==> config.mk <==
export PLATFORM = sky130hd
export DESIGN_NAME = mux_nto1_pipe_flat
export DESIGN_NICKNAME = d
export VERILOG_FILES = /design/src/rtl/mux_nto1_pipe_if.sv /design/src/rtl/mux_nto1_pipe.sv /design/src/flat_wrapper.sv
export SDC_FILE = /design/constraint.sdc
export NUM_CORES = 1
export LEC_CHECK = 0
export CORE_MARGIN = 4
export CORE_UTILIZATION = 40
export DETAILED_ROUTE_END_ITERATION = 8
export GPL_TIMING_DRIVEN = 0
export PLACE_DENSITY = 0.88
export SYNTH_ARGS = -nofsm -noshare
export SYNTH_HDL_FRONTEND = slang
export SYNTH_SLANG_ARGS = --single-unit
==> constraint.sdc <==
create_clock -name clk -period 3.55 [get_ports clk]
set_input_delay 0.5325 -clock clk [delete_from_list [all_inputs] [get_ports clk]]
set_output_delay 0.5325 -clock clk [all_outputs]
set_load 0.01 [all_outputs]
==> src/rtl/mux_nto1_pipe_if.sv <==
// Valid/ready bus for mux_nto1_pipe: upstream select request in, registered result out.
// master drives the request side and accepts results; slave is the mux itself.
interface mux_nto1_pipe_if #(
    parameter int unsigned WIDTH  = 32,
    parameter int unsigned NUM_IN = 4,
    parameter int unsigned SEL_W  = 2
);
    logic [WIDTH*NUM_IN-1:0] din;
    logic [SEL_W-1:0]        sel;
    logic                    in_valid;
    logic                    in_ready;
    logic [WIDTH-1:0]        dout;
    logic [SEL_W-1:0]        sel_out;
    logic                    out_valid;
    logic                    out_ready;
    logic                    sel_err;

    modport master (
        output din, sel, in_valid, out_ready,
        input  in_ready, dout, sel_out, out_valid, sel_err
    );

    modport slave (
        input  din, sel, in_valid, out_ready,
        output in_ready, dout, sel_out, out_valid, sel_err
    );
endinterface

==> src/rtl/mux_nto1_pipe.sv <==
// Registered N-to-1 mux with valid/ready on both sides and a skid entry for back-pressure.
// Optional MUX_SEL_RANGE_CHECK_EN: out-of-range sel yields data 0 and raises sel_err.
module mux_nto1_pipe #(
    parameter int unsigned WIDTH  = 32,
    parameter int unsigned NUM_IN = 4,
    parameter int unsigned SEL_W  = 2
) (
    input logic             clk,
    input logic             rst_n,
    mux_nto1_pipe_if.slave  bus
);
    logic             main_valid_q, main_valid_d;
    logic [WIDTH-1:0] main_data_q, main_data_d;
    logic [SEL_W-1:0] main_sel_q, main_sel_d;
    logic             skid_valid_q, skid_valid_d;
    logic [WIDTH-1:0] skid_data_q, skid_data_d;
    logic [SEL_W-1:0] skid_sel_q, skid_sel_d;
    logic [WIDTH-1:0] new_data;
    logic             xfer_in, xfer_out;
`ifdef MUX_SEL_RANGE_CHECK_EN
    logic             main_err_q, main_err_d;
    logic             skid_err_q, skid_err_d;
    logic             new_err;
`endif

    assign bus.in_ready  = !skid_valid_q;
    assign bus.out_valid = main_valid_q;
    assign bus.dout      = main_data_q;
    assign bus.sel_out   = main_sel_q;
`ifdef MUX_SEL_RANGE_CHECK_EN
    assign bus.sel_err   = main_err_q;
`else
    assign bus.sel_err   = 1'b0;
`endif

    assign xfer_in  = bus.in_valid && !skid_valid_q;
    assign xfer_out = main_valid_q && bus.out_ready;

    // Input 0 is the fallback, so an unmatched sel never indexes past din.
    always_comb begin
        new_data = bus.din[WIDTH-1:0];
        for (int unsigned k = 1; k < NUM_IN; k++) begin
            if (bus.sel == SEL_W'(k)) begin
                new_data = bus.din[k*WIDTH +: WIDTH];
            end
        end
`ifdef MUX_SEL_RANGE_CHECK_EN
        new_err = (32'(bus.sel) >= NUM_IN);
        if (new_err) begin
            new_data = '0;
        end
`endif
    end

    always_comb begin
        main_valid_d = main_valid_q;
        main_data_d  = main_data_q;
        main_sel_d   = main_sel_q;
        skid_valid_d = skid_valid_q;
        skid_data_d  = skid_data_q;
        skid_sel_d   = skid_sel_q;
`ifdef MUX_SEL_RANGE_CHECK_EN
        main_err_d   = main_err_q;
        skid_err_d   = skid_err_q;
`endif
        if (!main_valid_q || (xfer_out && !skid_valid_q)) begin
            main_valid_d = xfer_in;
            if (xfer_in) begin
                main_data_d = new_data;
                main_sel_d  = bus.sel;
`ifdef MUX_SEL_RANGE_CHECK_EN
                main_err_d  = new_err;
`endif
            end
        end else if (xfer_out) begin
            // Skid is full here, so in_ready was low and nothing enters this cycle.
            main_data_d  = skid_data_q;
            main_sel_d   = skid_sel_q;
            skid_valid_d = 1'b0;
`ifdef MUX_SEL_RANGE_CHECK_EN
            main_err_d   = skid_err_q;
`endif
        end else if (xfer_in) begin
            skid_valid_d = 1'b1;
            skid_data_d  = new_data;
            skid_sel_d   = bus.sel;
`ifdef MUX_SEL_RANGE_CHECK_EN
            skid_err_d   = new_err;
`endif
        end
    end

    always_ff @(posedge clk or negedge rst_n) begin
        if (!rst_n) begin
            main_valid_q <= 1'b0;
            main_data_q  <= '0;
            main_sel_q   <= '0;
            skid_valid_q <= 1'b0;
            skid_data_q  <= '0;
            skid_sel_q   <= '0;
        end else begin
            main_valid_q <= main_valid_d;
            main_data_q  <= main_data_d;
            main_sel_q   <= main_sel_d;
            skid_valid_q <= skid_valid_d;
            skid_data_q  <= skid_data_d;
            skid_sel_q   <= skid_sel_d;
        end
    end

`ifdef MUX_SEL_RANGE_CHECK_EN
    always_ff @(posedge clk or negedge rst_n) begin
        if (!rst_n) begin
            main_err_q <= 1'b0;
            skid_err_q <= 1'b0;
        end else begin
            main_err_q <= main_err_d;
            skid_err_q <= skid_err_d;
        end
    end
`endif
endmodule

==> src/flat_wrapper.sv <==
// flat-port wrapper written by rule: the top's interface ports become plain ports
module mux_nto1_pipe_flat 
#(
    parameter int unsigned WIDTH  = 32,
    parameter int unsigned NUM_IN = 4,
    parameter int unsigned SEL_W  = 2
)
  (clk, rst_n, bus_din, bus_sel, bus_in_valid, bus_out_ready, bus_in_ready, bus_dout, bus_sel_out, bus_out_valid, bus_sel_err);
  mux_nto1_pipe_if #(.WIDTH(WIDTH), .NUM_IN(NUM_IN), .SEL_W(SEL_W)) bus_i ();
  input logic clk;
  input logic rst_n;
  input wire logic [$bits(bus_i.din)-1:0] bus_din;
  input wire logic [$bits(bus_i.sel)-1:0] bus_sel;
  input wire logic [$bits(bus_i.in_valid)-1:0] bus_in_valid;
  input wire logic [$bits(bus_i.out_ready)-1:0] bus_out_ready;
  output wire logic [$bits(bus_i.in_ready)-1:0] bus_in_ready;
  output wire logic [$bits(bus_i.dout)-1:0] bus_dout;
  output wire logic [$bits(bus_i.sel_out)-1:0] bus_sel_out;
  output wire logic [$bits(bus_i.out_valid)-1:0] bus_out_valid;
  output wire logic [$bits(bus_i.sel_err)-1:0] bus_sel_err;
  assign bus_i.din = bus_din;
  assign bus_i.sel = bus_sel;
  assign bus_i.in_valid = bus_in_valid;
  assign bus_i.out_ready = bus_out_ready;
  assign bus_in_ready = bus_i.in_ready;
  assign bus_dout = bus_i.dout;
  assign bus_sel_out = bus_i.sel_out;
  assign bus_out_valid = bus_i.out_valid;
  assign bus_sel_err = bus_i.sel_err;
  mux_nto1_pipe #(.WIDTH(WIDTH), .NUM_IN(NUM_IN), .SEL_W(SEL_W)) u_core (.clk(clk), .rst_n(rst_n), .bus(bus_i));
endmodule
* Word level (Yosys, flattened, before mapping)
Cells that the tools add are included.
Storage, ports and cells: flip-flop bits (word level) 70, input port bits 134, word-level logic and storage cells 34
Cells by class: bitwise gates (word level) 2, reductions and logical operators 11, eq/ne operators 4, muxes and demuxes 11
Operators by type and width (count):
- 32-bit two-way mux | 6
- 2-bit two-way mux | 3
- 2-bit equality test, second input constant | 2
- 2-bit AND reduction | 2
- 2-bit nonzero test | 2
- 1-bit logical AND | 3
- 3-bit AND reduction | 1
- 2-bit by 1-bit equality test with 1-bit output, second input constant | 1
- 1-bit logical NOT | 2
- 1-bit two-way mux | 2
- 2-bit by 1-bit != test with 1-bit output, second input constant | 1
- 1-bit inverter | 2
- 1-bit logical OR | 1

* Depth between registers and ports, before layout
depth in word-level cells 6, depth in mapped cells 5

* Least setup slack after synthesis
Ideal clock, no wire load.
kind input port to flip-flop, start input bus_sel[1], end register u_core.skid_data_q[10], path slack 1801 ps, cell stages on the path 4, arrival 1624 ps, data required time 3425 ps, cell sequence buf_2 clkbuf_1 mux4_2 mux2_4
Between the ends: longest elaborated chain between the ends 4
RTL lines:
- start, declared | RTL line flat_wrapper.sv:13 | input wire logic [$bits(bus_i.sel)-1:0] bus_sel;
- 2-bit by 1-bit equality test with 1-bit output | RTL line mux_nto1_pipe.sv:43 | if (bus.sel == SEL_W'(k)) begin
- 32-bit two-way mux (2 in series) | RTL line mux_nto1_pipe.sv:43
- 32-bit two-way mux * | RTL line mux_nto1_pipe.sv:43
- end signal, assigned | RTL line mux_nto1_pipe.sv:106 | skid_data_q <= skid_data_d;
- end, declared | RTL line mux_nto1_pipe.sv:16 | logic [WIDTH-1:0] skid_data_q, skid_data_d;
Every way passes the cells marked *; elsewhere a longest branch is shown, timed or not. A chain may end at the register's enable or synchronous reset.

* Worst setup path in the final report
start input bus_out_ready, end register u_core.skid_data_q[6]
Between the ends: longest elaborated chain between the ends 5
RTL lines:
- start, declared | RTL line flat_wrapper.sv:15 | input wire logic [$bits(bus_i.out_ready)-1:0] bus_out_ready;
- 1-bit logical AND * | RTL line mux_nto1_pipe.sv:37 | assign xfer_out = main_valid_q && bus.out_ready;
- 1-bit logical AND | RTL line mux_nto1_pipe.sv:66 | if (!main_valid_q || (xfer_out && !skid_valid_q)) begin
- 1-bit logical OR | RTL line mux_nto1_pipe.sv:66
- 1-bit inverter (no source line)
- 3-bit AND reduction (no source line) *
Marked as above.

==> results.py <==
metrics = {
    "sta": {
        "post-route-min-period_ps": 2110,
        "setup-violations-final": 0,
        "period_share": 0.594,
        "skew_ps": 11.7,
        "worstMarginPinSlew_ps": 874,
        "tns_ps": 0,
        "rsz0062_at_grt": "false",
        "hold_viol_final": 0,
        "slew_violations": 0,
        "slew_headroom": 0.417,
        "max_freq_mhz": 475,
    },
    "place": {
        "gp_congestion": 0.774,
        "dp_hpwl_um": 8550,
        "port_buffers": 167,
    },
    "clock_tree": {
        "cts_max_path_buffers": 2,
        "clk_pin_slew_ps": 70,
        "clkLatencyLatePin_ps": 340,
        "postCtsHoldBufs": 0,
        "cts_tree": "yes",
        "cts_setup_buffers": 0,
        "root_buffer": "clkbuf_8",
        "cts_sinks": 70,
        "cts_resized": 0,
        "cts_made_buffers": 9,
        "h-tree-depth": 3,
    },
    "synthesis": {
        "yosysMostFrequentCell": "dfrtp_1",
        "ys_seq_area_frac": 0.453,
        "netlist_top_cells_count": "dfrtp_1, o221a_2, or3_1, mux2_4, mux4_2",
        "synth_area_sq_um": 3870,
        "ys_ff_latch": 70,
        "avgSynthCellArea_sq_um": 15.2,
        "synthArstFlopShare": 1.00,
        "postSynthCellCount": 254,
        "synth.distinct_cells": 30,
        "post-synth-top-area-cell": "dfrtp_1",
        "synth_nets": 388,
        "synth_ff_type": "dfrtp_1",
        "synth.area.top_cells": "dfrtp_1, mux4_2, mux2_4",
        "synth_edf_count": 0,
        "yosysWarnings": 0,
        "synth_top_area_frac": 0.453,
    },
    "setup_path": {
        "crit_arrival_ps": 2320,
        "slowest_stage": "clkdlybuf4s50_1",
        "crit_chain": "clkdlybuf4s50_1, nand2b_1, nor2_4, buf_4, mux2_2",
        "path_class": "input port to flip-flop",
        "worst-endpoint-required_ps": 3760,
        "crit_buf_inv": 2,
        "crit_path_max_fanout": 10,
        "critPathMaxStageDelay_ps": 500,
        "cp-start-kind": "input port",
        "endpoint_kind": "flip-flop",
        "cp_top_family": "buffers and inverters",
    },
    "global_routing": {
        "grt_usage": 0.199,
        "antenna_found_initial": 0,
        "grt_pass1_wl_um": 17600,
        "grt_pass1_vias": 3407,
        "grt_overflow_total": 0,
        "grt_max_degree": 71,
    },
    "detailed_routing": {
        "drt-total-wl_um": 11200,
        "num_vias": 3055,
        "wl_per_cell_um": 19.8,
        "detail-route-antenna-nets": 0,
        "first_pass_iters": 4,
        "initialDrtViolationCount": 96,
        "route.detailed.drc": 0,
        "via_per_inst": 5.42,
    },
    "die": {
        "die-area_sq_um": 11300,
        "rows": 35,
        "io_pins": 171,
        "coreArea_sq_um": 9330,
        "die_h_um": 106,
        "initial_core_util": 0.415,
        "die_w_um": 106,
    },
    "power_and_ir_drop": {
        "p_int_uw": 2720,
        "pwr-share-comb": 0.492,
        "swShare": 0.316,
        "clock_power_share": 0.147,
        "seq_power_share": 0.361,
        "power.density_nw_per_um2": 678,
        "p_leak_uw": 0.00230,
        "p_switching_uw": 1260,
        "peakVddDrop_v": 0.000285,
    },
    "status": {
        "status": "complete, no violations",
    },
    "worst_hold_path": {
        "hold_path_class": "input port to async pin",
    },
    "finish": {
        "antenna_cells": 0,
        "fin_util": 0.630,
        "layout-drive-gt1-share": 0.283,
        "syn2layout_area_growth_pct": 51.8,
        "num-nets-final": 566,
    },
    "flow_run": {
        "max_cap_violations": 0,
    },
}
worst register-to-register path: stages (launching register included):
cell	delay, ps
dfrtp_1	390
buf_2	180
and2b_1	240
a21oi_2	330
buf_2	330
o221a_2	230
kinds of logic (layout without fill, tap and decap cells):
logic type	Yosys count	count (layout)	synth area share
simple gates	44	44	0.0734
compound gates	42	42	0.106
buf+inv	30	211	0.0482
flops	70	70	0.453
other cells	1	1	0.000969
mux	67	67	0.319
worst paths after layout:
path,startpoint,endpoint,slack [ps],cells past startpoint
setup / recovery,bus_out_ready,u_core.skid_data_q[6],1440,5
hold / removal,rst_n,u_core.bus.dout[3],310,1
setup reg to reg,u_core.bus.out_valid,u_core.bus.dout[22],1790,5
hold reg to reg,u_core.skid_data_q[30],u_core.skid_data_q[30],510,1
max in group asynchronous,rst_n,u_core.skid_data_q[18],2670,1
min in group clk,u_core.skid_data_q[30],u_core.skid_data_q[30],510,1
metrics by stage:
stage / instances / hold WS, ps / total power (uW) / area (sq um) / setup WS (ps)
after floorplan: 254 / 237 / 2540 / 3870 / 1800
after global placement: 550 / 483 / 3330 / 5700 / -250
after detailed placement: 550 / 487 / 3420 / 5700 / 1110
after CTS: 564 / 344 / 4020 / 5870 / 1470
after global routing: 564 / 384 / 4230 / 5870 / 1360
final: 564 / 311 / 3980 / 5870 / 1440
cell usage in the layout (no fill, tap or decap):
master | Yosys | layout
nor2b_1 | 2 | 2
conb_1 | 1 | 1
o211ai_1 | 2 | 2
clkbuf_8 | 0 | 12
buf_12 | 2 | 2
or3_1 | 30 | 30
nand3_1 | 2 | 2
o221a_2 | 30 | 30
mux4_2 | 28 | 28
nand4_1 | 2 | 2
dfrtp_1 | 70 | 70
a21oi_1 | 4 | 4
mux4_1 | 4 | 4
nand2b_4 | 1 | 1
mux2_2 | 6 | 6
clkbuf_1 | 12 | 13
nor2_4 | 1 | 1
o21ai_0 | 3 | 3
buf_6 | 1 | 1
mux2_1 | 1 | 1
a31oi_1 | 2 | 2
mux2_4 | 28 | 28
buf_2 | 6 | 6
buf_4 | 4 | 5
nand2b_1 | 1 | 1
clkdlybuf4s50_1 | 0 | 166
and2b_1 | 1 | 1
nand2_1 | 2 | 2
clkinv_2 | 0 | 1
a21oi_2 | 1 | 1
nand3b_1 | 2 | 2
buf_8 | 1 | 1
inv_1 | 4 | 4
flip-flops by register name, summed over array words and instances (netlist names):
name	flops
u_core.skid_data_q	32
u_core.bus.dout	32
u_core.bus.sel_out	2
u_core.bus.out_valid	1
u_core.skid_sel_q	2
u_core.skid_valid_q	1
power by group through the flow:
stage | registers, uW | logic [uW] | clock network, uW
2_1_floorplan | 1490 | 1050 | 0
3_3_place_gp | 1420 | 1910 | 0
3_5_place_dp | 1450 | 1980 | 0
4_1_cts | 1440 | 1990 | 598
5_1_grt | 1480 | 2110 | 640
6_report | 1440 | 1960 | 585
final cells by class:
| class | count | area (sq um) |
|---|---|---|
| sequential | 70 | 1750 |
| tap | 129 | 161 |
| timing repair buffer | 167 | 1670 |
| inverter | 4 | 15.0 |
| buffer | 26 | 171 |
| clock inverter | 1 | 5.00 |
| fill | 743 | 3450 |
| clock buffer | 13 | 169 |
| multi-input combinational | 154 | 1930 |
layer usage:
layer | routed length (um) | part of all wire | vias to the layer above | track usage
met2 | 5910 | 0.53 | 123 | 0.354
met5 | 0 | 0 | - | 0
li1 | - | - | 1372 | -
met1 | 4310 | 0.39 | 1549 | 0.231
met4 | 83 | 0.0074 | 0 | 0.0601
met3 | 883 | 0.079 | 11 | 0.0595
No activity file was read; power rests on OpenSTA's default activity.
